`src/rtl/imem_arbiter.sv`:
```
`default_nettype none
// ============================================================================
// Module   : imem_arbiter
// Purpose  : Shares the single-ported instruction memory between fetch reads
//            (high priority) and loader writes (low priority, starvation guard).
// Revision : 1.0 - initial release
// ============================================================================
module imem_arbiter #(
    parameter int ADDR_W       = 13,
    parameter int DATA_W       = 32,
    parameter int STARVE_LIMIT = 4
) (
    input  logic              clk,
    input  logic              clr_n,
    input  logic              pulse_en,
    input  logic              fetch_req,
    input  logic [ADDR_W-1:0] fetch_addr,
    output logic              fetch_gnt,
    output logic              fetch_valid,
    output logic [DATA_W-1:0] fetch_data,
    input  logic              ld_req,
    input  logic [ADDR_W-1:0] ld_addr,
    input  logic [DATA_W-1:0] ld_wdata,
    output logic              ld_gnt,
    output logic              mem_en,
    output logic              mem_we,
    output logic [ADDR_W-1:0] mem_addr,
    output logic [DATA_W-1:0] mem_wdata,
    input  logic [DATA_W-1:0] mem_rdata,
    output logic              busy
);

    localparam int                CNT_W   = $clog2(STARVE_LIMIT + 1);
    localparam logic [CNT_W-1:0]  LIMIT_C = CNT_W'(STARVE_LIMIT);

    typedef enum logic [1:0] {
        IDLE = 2'd0,
        RD   = 2'd1,
        WR   = 2'd2
    } state_t;

    state_t            state_q;
    logic [CNT_W-1:0]  starve_cnt_q;
    logic              fetch_gnt_q;
    logic              fetch_valid_q;
    logic [DATA_W-1:0] fetch_data_q;
    logic              ld_gnt_q;
    logic              mem_en_q;
    logic              mem_we_q;
    logic [ADDR_W-1:0] mem_addr_q;
    logic [DATA_W-1:0] mem_wdata_q;
    logic              busy_q;

    logic starved_d;
    logic grant_rd_d;
    logic grant_wr_d;

    // A saturated counter with the loader still waiting hands it the next slot.
    assign starved_d  = ld_req && (starve_cnt_q == LIMIT_C);
    assign grant_rd_d = fetch_req && !starved_d;
    assign grant_wr_d = ld_req && !grant_rd_d;

    always_ff @(posedge clk or negedge clr_n) begin
        if (!clr_n) begin
            state_q       <= IDLE;
            starve_cnt_q  <= '0;
            fetch_gnt_q   <= 1'b0;
            fetch_valid_q <= 1'b0;
            fetch_data_q  <= '0;
            ld_gnt_q      <= 1'b0;
            mem_en_q      <= 1'b0;
            mem_we_q      <= 1'b0;
            mem_addr_q    <= '0;
            mem_wdata_q   <= '0;
            busy_q        <= 1'b0;
        end else begin
            // Strobes last one clk regardless of pulse_en.
            fetch_gnt_q   <= 1'b0;
            fetch_valid_q <= 1'b0;
            ld_gnt_q      <= 1'b0;
            mem_en_q      <= 1'b0;
            if (pulse_en) begin
                unique case (state_q)
                    IDLE: begin
                        if (grant_rd_d) begin
                            state_q     <= RD;
                            busy_q      <= 1'b1;
                            fetch_gnt_q <= 1'b1;
                            mem_en_q    <= 1'b1;
                            mem_we_q    <= 1'b0;
                            mem_addr_q  <= fetch_addr;
                        end else if (grant_wr_d) begin
                            state_q     <= WR;
                            busy_q      <= 1'b1;
                            ld_gnt_q    <= 1'b1;
                            mem_en_q    <= 1'b1;
                            mem_we_q    <= 1'b1;
                            mem_addr_q  <= ld_addr;
                            mem_wdata_q <= ld_wdata;
                        end
                        if (grant_rd_d && ld_req) begin
                            if (starve_cnt_q != LIMIT_C) begin
                                starve_cnt_q <= starve_cnt_q + 1'b1;
                            end
                        end else begin
                            starve_cnt_q <= '0;
                        end
                    end
                    RD: begin
                        fetch_data_q  <= mem_rdata;
                        fetch_valid_q <= 1'b1;
                        state_q       <= IDLE;
                        busy_q        <= 1'b0;
                    end
                    WR: begin
                        state_q <= IDLE;
                        busy_q  <= 1'b0;
                    end
                    default: begin
                        state_q <= IDLE;
                        busy_q  <= 1'b0;
                    end
                endcase
            end
        end
    end

    assign fetch_gnt   = fetch_gnt_q;
    assign fetch_valid = fetch_valid_q;
    assign fetch_data  = fetch_data_q;
    assign ld_gnt      = ld_gnt_q;
    assign mem_en      = mem_en_q;
    assign mem_we      = mem_we_q;
    assign mem_addr    = mem_addr_q;
    assign mem_wdata   = mem_wdata_q;
    assign busy        = busy_q;

endmodule
`default_nettype wire

```
`config.mk`:
```
export PLATFORM = sky130hd
export DESIGN_NAME = imem_arbiter
export DESIGN_NICKNAME = d
export VERILOG_FILES = /design/src/rtl/imem_arbiter.sv
export SDC_FILE = /design/constraint.sdc
export NUM_CORES = 1
export LEC_CHECK = 0
export BUFFER_PORTS_ARGS = -buffer_cell sky130_fd_sc_hd__buf_2
export CAP_MARGIN = 30
export CORE_ASPECT_RATIO = 1.4
export CORE_MARGIN = 2
export CORE_UTILIZATION = 45
export CTS_BUF_LIST = sky130_fd_sc_hd__clkbuf_4 sky130_fd_sc_hd__clkbuf_8 sky130_fd_sc_hd__clkbuf_16
export DETAILED_ROUTE_END_ITERATION = 16
export PLACE_DENSITY = 0.89
export REMOVE_ABC_BUFFERS = 1
export SYNTH_ARGS = -nofsm -noshare
export SYNTH_HDL_FRONTEND = slang
export SYNTH_SLANG_ARGS = --single-unit
```
`constraint.sdc`:
```
create_clock -name clk -period 1.9 [get_ports clk]
set_input_delay 0.095 -clock clk [delete_from_list [all_inputs] [get_ports clk]]
set_output_delay 0.095 -clock clk [all_outputs]
set_load 0.1 [all_outputs]
```
==> results of run 1 <==
==> power by group <==
part / leakage (uW) / total, uW / internal (uW) / switching (uW)
Combinational: 0.00152 / 5730 / 939 / 4790
Clock: 0.000124 / 1490 / 879 / 610
Sequential: 0.00105 / 2740 / 2430 / 309
==> per-layer routing <==
metal / up-vias / track usage
li1: 1396 / -
met1: 1465 / 0.252
met2: 126 / 0.460
met3: 29 / 0.0342
met4: 0 / 0.134
met5: - / 0
==> Yosys cell counts (2+ instances only) <==
cell	number
mux2_1	27
a22o_1	2
clkbuf_1	6
inv_1	6
nand2_1	3
nor2_1	4
ha_1	2
buf_2	5
a21oi_1	14
a21o_1	2
a31oi_1	13
o21ai_0	13
buf_6	3
nand3_1	14
mux2_2	38
dfrtp_1	88
==> what timing repair did <==
item                       CTS  global route
hold endpoints to repair   109             0
buffers inserted             0             0
setup endpoints to repair    0             0
hold buffers                67             0
gates resized for setup      0             0
==> path summary, 6_finish.rpt <==
| check | start | slack [ns] | endpoint |
|---|---|---|---|
| worst min-delay path | fetch_addr[4] | 0.01 | mem_addr[4]$_DFFE_PN0P_ |
| worst max register to register | starve_cnt_q[0]$_DFFE_PN0P_ | 0.17 | mem_wdata[15]$_DFFE_PN0P_ |
| min in group asynchronous | clr_n | 0.30 | fetch_data[20]$_DFFE_PN0P_ |
| max in group asynchronous | clr_n | 0.96 | mem_wdata[22]$_DFFE_PN0P_ |
| worst min register to register | mem_we$_DFFE_PN0P_ | 0.48 | mem_we$_DFFE_PN0P_ |
| worst max-delay path | starve_cnt_q[0]$_DFFE_PN0P_ | 0.17 | mem_wdata[15]$_DFFE_PN0P_ |
==> metrics by stage <==
step           setup slack, ns   util  hold WS, ns  cell area, sq um  power, uW
6_report                 0.166  0.710       0.0145              5430       9970
5_1_grt                 0.0701  0.710      0.00396              5430      10300
4_1_cts                  0.168  0.710     0.000108              5430       9950
3_5_place_dp             0.179  0.591        0.122              4520       8360
3_3_place_gp             0.253  0.591        0.115              4520       8250
2_1_floorplan           -0.363      -       -0.201              3420       7380
==> tightest hold or removal path, cell delays in order <==
cell and delay (ns):
buf_2 0.10, nand3_1 0.07, a31oi_1 0.07
==> flip-flops by register name (all words and copies together) (netlist names), 2 cells and up <==
signal,cells
state_q,2
fetch_data,32
mem_addr,13
starve_cnt_q,3
mem_wdata,32
==> kinds of logic after synthesis <==
kind of cell	count (synthesis)	synth area share
AO/OA/AOI/OAI	47	0.0784
adder cells (fa/ha/maj)	2	0.00713
buffers and inverters	22	0.0328
flip-flops	88	0.627
multiplexers	65	0.208
AND/OR/NAND/NOR	29	0.0460
==> area by class of cell <==
type                       instances  area, sq um  area share
sequential                        88         2200       0.405
timing repair buffer             251         1650       0.304
multi-input combinational        143         1190       0.220
clock buffer                      14          180      0.0332
tap                              100          125      0.0230
clock inverter                     2         60.1      0.0111
inverter                           6         22.5     0.00415
==> flow_metrics.tcl, run 1 <==
set metrics [dict create \
    postRouteAntennaNets 0 \
    final-max-slew-violation-count 0 \
    ctsHtreeMaxLevel 3 \
    syn-mean-instance-area_sq_um 13.9 \
    synth-seq-cells 88 \
    design.final.nets 596 \
    vias 3016 \
    crit_path_max_incr_delay_ns 0.39 \
    syn_inst 253 \
    synth_area_leaders "dfrtp_1 63%, mux2_2 12%, mux2_1 8.7%, a31oi_1 2.3%, a21oi_1 2.0%" \
    final.setup_skew_ns 0.00837 \
    synth_edf_count 0 \
    skew_pair_late_insertion_delay_ns 0.35 \
    tcrit_tclk_final 0.913 \
    period_needed_ns 1.73 \
    drv.max_cap_violation_count 0 \
    antenna_cells_inserted 0 \
    worst_hold_path.num_cells 3 \
    dr.pass1.iters 4 \
    tritoncts.num_buffers 9 \
    critical_path_cell_count 6 \
    netlist.top_cell.by_area "dfrtp_1" \
    synth_seq_area_share 0.627 \
    grtUsageTotal 0.242 \
    grt_start_max_net_pins 46 \
    clk_pin_slew_worst_paths_ns 0.08 \
    critPathLaunchType "register" \
    arrival_ns 1.96 \
    drt-met1-wl_um 3520 \
    synthesized_cell_area_sq_mm 0.00351 \
    critPathTopFamily "flip-flops" \
    post-route-drc-count 0 \
    dr_wl_met2_um 5840 \
    post_route_cells_drive_above_1_share 0.478 \
    timing.critical_path.cells "inv_1 -> ha_1 -> and3_1 -> o211a_1 -> buf_12 -> mux2_1" \
    routed_wirelength_um 10200 \
    grt_pass1_wl_um 15600 \
    place.port_buffers 177 \
    rsz0062_at_grt "false" \
    top_layer "met4" \
    cts-root-to-sink-buffers 2 \
    finalSetupViolCount 0 \
    mostFrequentLayoutCells "176 x buf_2, 88 x dfrtp_1, 67 x dlygate4sd3_1, 38 x mux2_2, 27 x mux2_1" \
    met3_wirelength_um 465 \
    num_rows 38 \
    critical_path_data_required_time_ns 2.13 \
    floorplan.io_pins 178 \
    total_leakage_power_uw 0.00269 \
    critical_path_capture_point_type "register" \
    async_set_or_reset_register_ratio_after_synthesis 1.00 \
    timing.final.hold_violations 0 \
    criticalPathCategory "register to register" \
    grt_antenna_before_repair 0 \
    cts-root-buf "clkbuf_8" \
    global_route.overflow_total 0 \
    core_area_sq_mm 0.00765 \
    drtIter0Drc 158 \
    ys.warnings.count 0 \
    post_drt_via_cell_ratio 4.99 \
    final.setup.tns_ns 0 \
    worst-r2r-cell-count 6 \
    num-fill-cells 530 \
    crit_path_top_delay_cell "dfrtp_1" \
    floorplan.initialDensity 0.459 \
    unique_cell_type_count_in_the_yosys_netlist 29 \
    clkSinkCount 88 \
    irDropWorstVdd_mv 1.25 \
    grt_pass1_vias 3232 \
    postSynth.topFlopCell "dfrtp_1" \
    drt-wirelength-per-cell_um 16.8 \
    die-width_um 78.7 \
    worst_hold_path_type "primary input to register" \
    synth_top_area_share 0.627 \
    power.density_mw_per_mm2 1830 \
    path_max_fanout 35 \
    max-slew-margin-rel 0.621 \
    number_of_standard_cells_in_the_final_layout_excluding_fillers 604 \
    timing_worst_slew_pin_value_ns 0.569 \
    design.die.area_sq_mm 0.00853 \
    routability_congestion 0.777 \
    detailed_place_hpwl_um 6130 \
    mostFrequentLayoutCell "buf_2" \
    syn_to_final_growth_pct 54.7 \
    outcome "finished clean" \
    dp_cells 521 \
    max_freq_mhz 577 \
    cp.buffers_inverters 2 \
    tritoncts_clock_tree "done" \
    vert_die_dim_um 109 \
]
Power figures use the tool's default switching activity.
==> run 2, diff against run 1 <==
==> constraint.sdc (replaced) <==
create_clock -name clk -period 1.83 [get_ports clk]
set_input_delay 0.0915 -clock clk [delete_from_list [all_inputs] [get_ports clk]]
set_output_delay 0.0915 -clock clk [all_outputs]
set_load 0.1 [all_outputs]
==> run 2 against run 1 <==
Net effect: non-clock buffer count rose by 4; clock skew fell by 0.0037 ns; critical path type unchanged; cell area rose by 1.7%; utilization rose by 1.2 points; hold slack improved by 0.0052 ns; highest routed layer unchanged; via count rose by 1.7%; sequential power rose by 4%; first-iteration DRC count fell by 16%; die area did not move; global-route usage fell by 0.46 points; largest power group unchanged; largest cell class unchanged; register-to-register slack got worse by 0.08 ns; critical path depth did not move.
==> flow_metrics.tcl, run 2 (synthesized netlist as in run 1, its figures left out) <==
set metrics [dict create \
    post_route_cells_drive_above_1_share 0.480 \
    path_max_fanout 17 \
    floorplan.initialDensity 0.459 \
    place.port_buffers 177 \
    grt_pass1_vias 3233 \
    max_freq_mhz 572 \
    power.density_mw_per_mm2 1910 \
    clkSinkCount 88 \
    num-fill-cells 502 \
    total_leakage_power_uw 0.00272 \
    detailed_place.area_sq_mm 0.00453 \
    worst_hold_path_type "primary input to register" \
    dr.pass1.iters 4 \
    criticalPathCategory "register to register" \
    cts-root-to-sink-buffers 2 \
    final.setup_skew_ns 0.00463 \
    irDropWorstVdd_mv 1.27 \
    core_area_sq_mm 0.00765 \
    finalSetupViolCount 0 \
    detailed_place_hpwl_um 6100 \
    rsz0062_at_grt "false" \
    skew_pair_late_insertion_delay_ns 0.34 \
    post_drt_via_cell_ratio 5.03 \
    outcome "finished clean" \
    vias 3066 \
    mostFrequentLayoutCells "176 x buf_2, 88 x dfrtp_1, 69 x dlygate4sd3_1, 38 x mux2_2, 27 x mux2_1" \
    final_design_area_no_fill_sq_mm 0.00552 \
    grt_start_max_net_pins 47 \
    floorplan.io_pins 178 \
    routability_congestion 0.757 \
    syn_to_final_growth_pct 57.3 \
    drv.max_cap_violation_count 0 \
    finalPower_uw 10500 \
    final_core_area_utilization 0.721 \
    final-max-slew-violation-count 0 \
    critPathLaunchType "register" \
    timing.final.hold_violations 0 \
    cts-root-buf "clkbuf_8" \
    design.die.area_sq_mm 0.00853 \
    timing_worst_slew_pin_value_ns 0.513 \
    arrival_ns 1.97 \
    ctsHtreeMaxLevel 3 \
    drtIter0Drc 133 \
    design.final.nets 600 \
    critical_path_capture_point_type "register" \
    tcrit_tclk_final 0.955 \
    mostFrequentLayoutCell "buf_2" \
    routed_wirelength_um 10200 \
    grt_antenna_before_repair 0 \
    post-route-drc-count 0 \
    final.setup.tns_ns 0 \
    period_needed_ns 1.75 \
    grtUsageTotal 0.238 \
    max-slew-margin-rel 0.660 \
    grt_pass1_wl_um 15500 \
    timing.hold.ws_ns 0.0197 \
    vert_die_dim_um 109 \
    postRouteAntennaNets 0 \
    tritoncts.num_buffers 9 \
    clk_pin_slew_worst_paths_ns 0.08 \
    critical_path_data_required_time_ns 2.06 \
    global_route.overflow_total 0 \
    num_rows 38 \
    postCtsSetupBuffers 0 \
    drt-wirelength-per-cell_um 16.7 \
    die-width_um 78.7 \
    tritoncts_clock_tree "done" \
]
run 2: power breakdown:
| group | total, uW | switching, uW | internal (uW) | leakage [uW] |
|---|---|---|---|---|
| logic | 5960 | 4970 | 983 | 0.00154 |
| clock network | 1730 | 654 | 1080 | 0.000136 |
| registers | 2850 | 318 | 2530 | 0.00105 |
run 2: stage by stage:
| step | worst slack, ns | cells |
|---|---|---|
| after global routing | 0.0256 | 608 |
| after CTS | 0.0984 | 607 |
| after global placement | 0.172 | 522 |
| after detailed placement | 0.110 | 522 |
| after floorplan | -0.433 | 237 |
| final | 0.0824 | 609 |
run 2: path summary, 6_finish.rpt:
check / endpoint / slack [ns] / from / cells after the start
min: mem_addr[2]$_DFFE_PN0P_ / 0.02 / ld_addr[2] / 3
max reg2reg: mem_wdata[30]$_DFFE_PN0P_ / 0.08 / starve_cnt_q[0]$_DFFE_PN0P_ / 6
min reg2reg: mem_we$_DFFE_PN0P_ / 0.48 / mem_we$_DFFE_PN0P_ / 1
min in group asynchronous: fetch_data[20]$_DFFE_PN0P_ / 0.17 / clr_n / 2
max: mem_wdata[30]$_DFFE_PN0P_ / 0.08 / starve_cnt_q[0]$_DFFE_PN0P_ / 6
max in group asynchronous: mem_wdata[23]$_DFFE_PN0P_ / 1.04 / clr_n / 3
run 2: final cells by class:
cell class                      instances  area, sq um  area share
Antenna cell                            1         2.50    0.000453
Clock buffer                           10          138      0.0249
Clock inverter                          6          130      0.0236
Inverter                                6         22.5     0.00408
Multi-Input combinational cell        143         1200       0.217
Sequential cell                        88         2200       0.399
Tap cell                              100          125      0.0227
Timing Repair Buffer                  255         1700       0.308
run 2: per-layer routing:
metal	GRT usage	up-vias	part of all wire
met1	0.254	1522	0.36
li1	-	1402	-
met5	0	-	0
met4	0.114	0	0.022
met3	0.0417	18	0.046
met2	0.446	124	0.57
run 2: timing repair:
item / 4_1_cts / 5_1_grt
endpoints found under the setup margin: 0 / 1
hold buffers: 69 / 0
endpoints found under the hold margin: 156 / 0
gates resized for setup: 0 / 2
run 2: critical path, cell delays in order (launching register included):
cell	delay (ns)
dfrtp_1	0.38
inv_1	0.07
ha_1	0.21
and3_1	0.20
o211a_4	0.26
clkbuf_16	0.19
mux2_1	0.32
